File: src/rtl/stream_arbiter.sv
`default_nettype none
// ============================================================================
// Module   : stream_arbiter
// Purpose  : Round-robin arbiter granting one sender FIFO at a time for a
//            locked burst of FETCH_WIDTH words toward a shared aggregator.
//            Define STREAM_ARBITER_FIXED_PRIO_EN for strict priority
//            (index 0 highest) instead of round-robin.
// Revision : 1.0 - initial release
// ============================================================================
module stream_arbiter #(
  parameter int NUM_SENDERS = 4,
  parameter int DATA_WIDTH  = 16,
  parameter int FETCH_WIDTH = 4,
  parameter int ID_WIDTH    = 2
) (
  input  logic                              clk,
  input  logic                              rst_n,
  input  logic [NUM_SENDERS*DATA_WIDTH-1:0] in_data,
  input  logic [NUM_SENDERS-1:0]            in_empty_n,
  output logic [NUM_SENDERS-1:0]            in_deq,
  output logic [DATA_WIDTH-1:0]             out_data,
  output logic                              out_empty_n,
  input  logic                              out_deq,
  output logic [ID_WIDTH-1:0]               out_id,
  output logic                              burst_done
);

  localparam int                  CNT_W     = (FETCH_WIDTH > 1) ? $clog2(FETCH_WIDTH) : 1;
  localparam int                  SLOTS     = 2 ** ID_WIDTH;
  localparam logic [CNT_W-1:0]    LAST_BEAT = CNT_W'(FETCH_WIDTH - 1);
  localparam logic [ID_WIDTH:0]   NUM_EXT   = (ID_WIDTH + 1)'(NUM_SENDERS);

  typedef enum logic [0:0] {
    IDLE  = 1'b0,
    BURST = 1'b1
  } state_e;

  state_e              state_q, state_d;
  logic [ID_WIDTH-1:0] grant_q, grant_d;
  logic [CNT_W-1:0]    beat_cnt_q, beat_cnt_d;
  logic [ID_WIDTH-1:0] search_start;

`ifndef STREAM_ARBITER_FIXED_PRIO_EN
  localparam logic [ID_WIDTH-1:0] LAST_ID = ID_WIDTH'(NUM_SENDERS - 1);
  logic [ID_WIDTH-1:0] rr_ptr_q, rr_ptr_d;
  logic [ID_WIDTH-1:0] grant_inc;

  // Explicit wrap so non-power-of-two sender counts return to 0.
  assign grant_inc    = (grant_q == LAST_ID) ? '0 : grant_q + 1'b1;
  assign search_start = rr_ptr_q;
`else
  assign search_start = '0;
`endif

  // Pad sender views to the full id space so grant-indexed selects are exact.
  logic [SLOTS-1:0]      ready_pad;
  logic [DATA_WIDTH-1:0] word_pad [SLOTS];

  always_comb begin
    ready_pad = '0;
    for (int i = 0; i < SLOTS; i++) begin
      word_pad[i] = '0;
    end
    for (int i = 0; i < NUM_SENDERS; i++) begin
      ready_pad[i] = in_empty_n[i];
      word_pad[i]  = in_data[i*DATA_WIDTH +: DATA_WIDTH];
    end
  end

  logic [ID_WIDTH-1:0] pick;
  logic [ID_WIDTH:0]   probe;
  logic                found;

  always_comb begin
    pick  = search_start;
    probe = '0;
    found = 1'b0;
    for (int k = 0; k < NUM_SENDERS; k++) begin
      probe = {1'b0, search_start} + (ID_WIDTH + 1)'(k);
      if (probe >= NUM_EXT) begin
        probe = probe - NUM_EXT;
      end
      if (!found && ready_pad[probe[ID_WIDTH-1:0]]) begin
        pick  = probe[ID_WIDTH-1:0];
        found = 1'b1;
      end
    end
  end

  logic beat;
  logic last_beat;

  assign out_id      = grant_q;
  assign out_data    = word_pad[grant_q];
  assign out_empty_n = (state_q == BURST) && ready_pad[grant_q];
  assign beat        = out_empty_n && out_deq;
  assign last_beat   = beat && (beat_cnt_q == LAST_BEAT);
  assign burst_done  = last_beat;

  always_comb begin
    in_deq = '0;
    for (int i = 0; i < NUM_SENDERS; i++) begin
      in_deq[i] = beat && (grant_q == ID_WIDTH'(i));
    end
  end

  always_comb begin
    state_d    = state_q;
    grant_d    = grant_q;
    beat_cnt_d = beat_cnt_q;
`ifndef STREAM_ARBITER_FIXED_PRIO_EN
    rr_ptr_d   = rr_ptr_q;
`endif
    case (state_q)
      IDLE: begin
        if (|in_empty_n) begin
          grant_d    = pick;
          beat_cnt_d = '0;
          state_d    = BURST;
        end
      end
      BURST: begin
        if (beat) begin
          beat_cnt_d = beat_cnt_q + 1'b1;
          if (last_beat) begin
            beat_cnt_d = '0;
            state_d    = IDLE;
`ifndef STREAM_ARBITER_FIXED_PRIO_EN
            rr_ptr_d   = grant_inc;
`endif
          end
        end
      end
      default: state_d = IDLE;
    endcase
  end

  always_ff @(posedge clk) begin
    if (!rst_n) begin
      state_q    <= IDLE;
      grant_q    <= '0;
      beat_cnt_q <= '0;
`ifndef STREAM_ARBITER_FIXED_PRIO_EN
      rr_ptr_q   <= '0;
`endif
    end else begin
      state_q    <= state_d;
      grant_q    <= grant_d;
      beat_cnt_q <= beat_cnt_d;
`ifndef STREAM_ARBITER_FIXED_PRIO_EN
      rr_ptr_q   <= rr_ptr_d;
`endif
    end
  end

endmodule
`default_nettype wire
File: config.mk
export PLATFORM = sky130hd
export DESIGN_NAME = stream_arbiter
export DESIGN_NICKNAME = d
export VERILOG_FILES = /design/src/rtl/stream_arbiter.sv
export SDC_FILE = /design/constraint.sdc
export NUM_CORES = 1
export LEC_CHECK = 0
export BUFFER_PORTS_ARGS = -buffer_cell sky130_fd_sc_hd__clkbuf_2
export CORE_MARGIN = 3
export CORE_UTILIZATION = 34
export CTS_BUF_LIST = sky130_fd_sc_hd__clkbuf_4
export CTS_CLUSTER_DIAMETER = 30
export DETAILED_ROUTE_END_ITERATION = 6
export PLACE_DENSITY = 0.86
export SLEW_MARGIN = 10
export SYNTH_ARGS = -nofsm -noshare
export SYNTH_HDL_FRONTEND = slang
export SYNTH_SLANG_ARGS = --single-unit
File: constraint.sdc
create_clock -name clk -period 1.4 [get_ports clk]
set_input_delay 0.28 -clock clk [delete_from_list [all_inputs] [get_ports clk]]
set_output_delay 0.28 -clock clk [all_outputs]
set_load 0.05 [all_outputs]
==> metrics.md <==
| Metric | Value |
|---|---|
| Status | `finished, violations left` |
| First-pass GRT wire length | `5870 µm` |
| Post-layout net count | `278` |
| CP cell instances | `mux4_2 -> and4_4 -> buf_8` |
| Initial DRC Count | `62` |
| Antenna violations before repair | `0` |
| Via count | `1240` |
| Placer congestion estimate | `slightly below 0.8` |
| Number of top-level pins | `95` |
| DP Worst Slack | `-253 ps` |
| Post-synth net total | `162` |
| HPWL Detailed | `around 3000 µm` |
| Worst relative slew slack | `0.754` |
| LEAKAGE | `0.945 nW` |
| CP startpoint kind | `register` |
| Total wire length | `4000 µm` |
| Die Area | `between 0.003 and 0.004 mm²` |
| Dominant cells by area after synthesis | `mux4_2 39%, dfxtp_1 14%, ha_1 6.3%` |
| Effective utilization at floorplan | `0.377` |
| Clock sink total | `7` |
| Share of cells above drive strength 1 | `0.781` |
| Vias in the first global route | `between 1k and 1.5k` |
| Final worst-path cycle share | `1.30` |
| Reg-to-reg startpoint | `out_id[0]` |
| Clk_skew | `about 7.3 ps` |
| Final min period | `1820 ps` |
| Final setup vio count | `25` |
| Critical Path Source | `out_id[0]` |
| Max rail drop VDD | `about 0.57 mV` |
| Crit-path max cell delay | `around 570 ps` |
| Seq cells post-synth | `7` |
| Worst Reg2Reg Path Length in Cells | `6` |
| Grt ovf | `0` |
| Design area | `roughly 0.0020 mm²` |
| Multi-input logic area | `~830 µm²` |
| Fin Hold WS | `between 400 and 500 ps` |
| Critical Path End | `in_deq[0]` |
| Count of different cell masters after synthesis | `32` |
| Total GRT Usage | `0.221` |
| CTS hold repair buffers | `0` |
| CP Data Required Time | `1120 ps` |
| Post-synth top area share | `0.388` |
| First-pass DRT Iterations | `4` |
| Antenna viol nets, final | `0` |
| Clock root buffer | `clkbuf_4` |
| Port Buffer Count | `94` |
| WL per Instance | `17.3 µm` |
| Pins over their slew limit | `0` |
| Fillers | `about 170` |
| Synth Warn # | `0` |
| RSZ-0062 raised after global routing | `true` |
| Final std cells w/o fill | `approximately 230` |
| Cells after synthesis | `86` |
| RR Endpoint | `rr_ptr_q[0]` |
| Post-synth top area cell | `mux4_2` |
| Vias per cell | `about 5.4` |
| Synth-to-Final Area Change | `103%` |
| TritonCTS clock tree | `done` |
| Worst-Skew Late Latency | `about 260 ps` |
| CTS max path bufs | `2` |
| Worst-path maximum fanout | `3` |
| Core Area | `0.00261 mm²` |
| Slew @ Worst Pin | `around 360 ps` |
| Mapped Area | `986 µm²` |
| Hold Violations, Final | `0` |
| DR DRC count | `0` |
| Power Density | `approximately 560 mW/mm²` |
| CP endpoint kind | `primary output` |
| # placed instances | `approximately 220` |
| Crit Path Category | `register to primary output` |
| Num rows | `18` |
| Ant diodes | `0` |
| Largest net degree at the start of global routing | `12` |
| Max-cap viol count | `0` |
| Total power | `1.12 mW` |
| Sequential fraction of the synthesis area | `0.142` |
| Total CTS buffers | `3` |
| Register area | `between 100 and 150 µm²` |
| CP arrival | `about 1500 ps` |
| Fin worst setup slack | `-417 ps` |
| Violated checks | `setup timing` |
| Chip height | `about 60 µm` |
| Slowest-stage cell, CP | `mux4_2` |
| Hold Crit Class | `primary input to register` |
| H-tree Lvls | `1` |
| Worst R2R Setup Slack | `-260 ps` |
| Max Fclk | `roughly 0.55 GHz` |
| Die W | `approximately 60 µm` |
| Syn_area_per_cell | `11.5 µm²` |
| Worst-path clk slew | `roughly 50 ps` |
| DP Area | `about 0.0017 mm²` |
worst min-delay path by stage:
| stage | start | slack (ps) | cells after the start | end |
|---|---|---|---|---|
| floorplan | rst_n | 460 | 2 | beat_cnt_q[1] |
| global placement | beat_cnt_q[1] | 490 | 2 | beat_cnt_q[1] |
| detailed placement | beat_cnt_q[1] | 510 | 2 | beat_cnt_q[1] |
| CTS | rst_n | 430 | 3 | state_q |
| global route | rst_n | 450 | 3 | out_id[0] |
| finish | rst_n | 440 | 3 | out_id[0] |
stage by stage:
step / util / setup TNS, ps
4_1_cts: 0.748 / -8930
5_1_grt: 0.765 / -10070
6_report: 0.765 / -8940
2_1_floorplan: - / -4230
3_5_place_dp: 0.653 / -4160
3_3_place_gp: 0.653 / -3640
synthesized netlist by cell type, drive strengths merged:
| master | n |
|---|---|
| a2111oi | 1 |
| a21bo | 1 |
| a21boi | 1 |
| a21oi | 3 |
| and2 | 4 |
| and3 | 1 |
| and4 | 1 |
| buf | 5 |
| clkbuf | 1 |
| dfxtp | 7 |
| ha | 5 |
| inv | 4 |
| mux2i | 6 |
| mux4 | 17 |
| nand2 | 6 |
| nand2b | 4 |
| nand3 | 1 |
| nand3b | 1 |
| nor2 | 3 |
| nor2b | 1 |
| nor3b | 1 |
| nor4 | 1 |
| o2111ai | 1 |
| o211ai | 4 |
| o22ai | 1 |
| o31ai | 1 |
| o41ai | 1 |
| or2 | 1 |
| or2b | 1 |
| or3b | 1 |
state kept, by name (all words and copies together), names as in the netlist:
| register | cells |
|---|---|
| beat_cnt_q | 2 |
| out_id | 2 |
| rr_ptr_q | 2 |
| state_q | 1 |
where the power goes:
group          total, mW  switching, mW  internal (mW)
clock network      0.208         0.0798          0.128
logic              0.699          0.355          0.344
registers          0.213        0.00953          0.204
area by class of cell:
class	instances	share of cell area
Timing Repair Buffer	117	0.467
Multi-Input combinational cell	69	0.417
Sequential cell	7	0.0738
Tap cell	30	0.0188
Clock buffer	4	0.0150
Inverter	4	0.00876
logic make-up (layout without fill, tap and decap cells):
kind of cell    Yosys count  after routing  synth area share
flops                     7              7             0.142
fa+ha+maj                 5              5            0.0635
mux                      23             23             0.449
simple gates             27             27             0.174
compound gates           14             14             0.124
buf+inv                  10            125            0.0470
what timing repair did:
item	in CTS	in global routing
gates resized for setup	45	23
endpoints found under the setup margin	25	26
pin swaps	4	1
setup buffers	2	1
layer usage:
metal	wire, µm	vias to the layer above	track usage
met2	2370	69	0.472
met1	1180	587	0.205
met5	0	-	0
met4	92	0	0.0823
li1	-	575	-
met3	363	9	0.0216
worst max-delay path: cells and delay by family (launching register included):
family	cells	cell delay [ps]
buffers and inverters	1	140
muxes	1	570
DFF	1	380
and+or+nand+nor	1	180
layout by cell type (no fill, tap or decap), types with 5 or more instances in the layout:
cell type / instances
mux4_2: 17
mux2i_1: 6
dfxtp_1: 5
nand2_1: 6
buf_4: 17
clkbuf_2: 71
ha_1: 5
buf_8: 20
(Power assumes the default switching activity.)
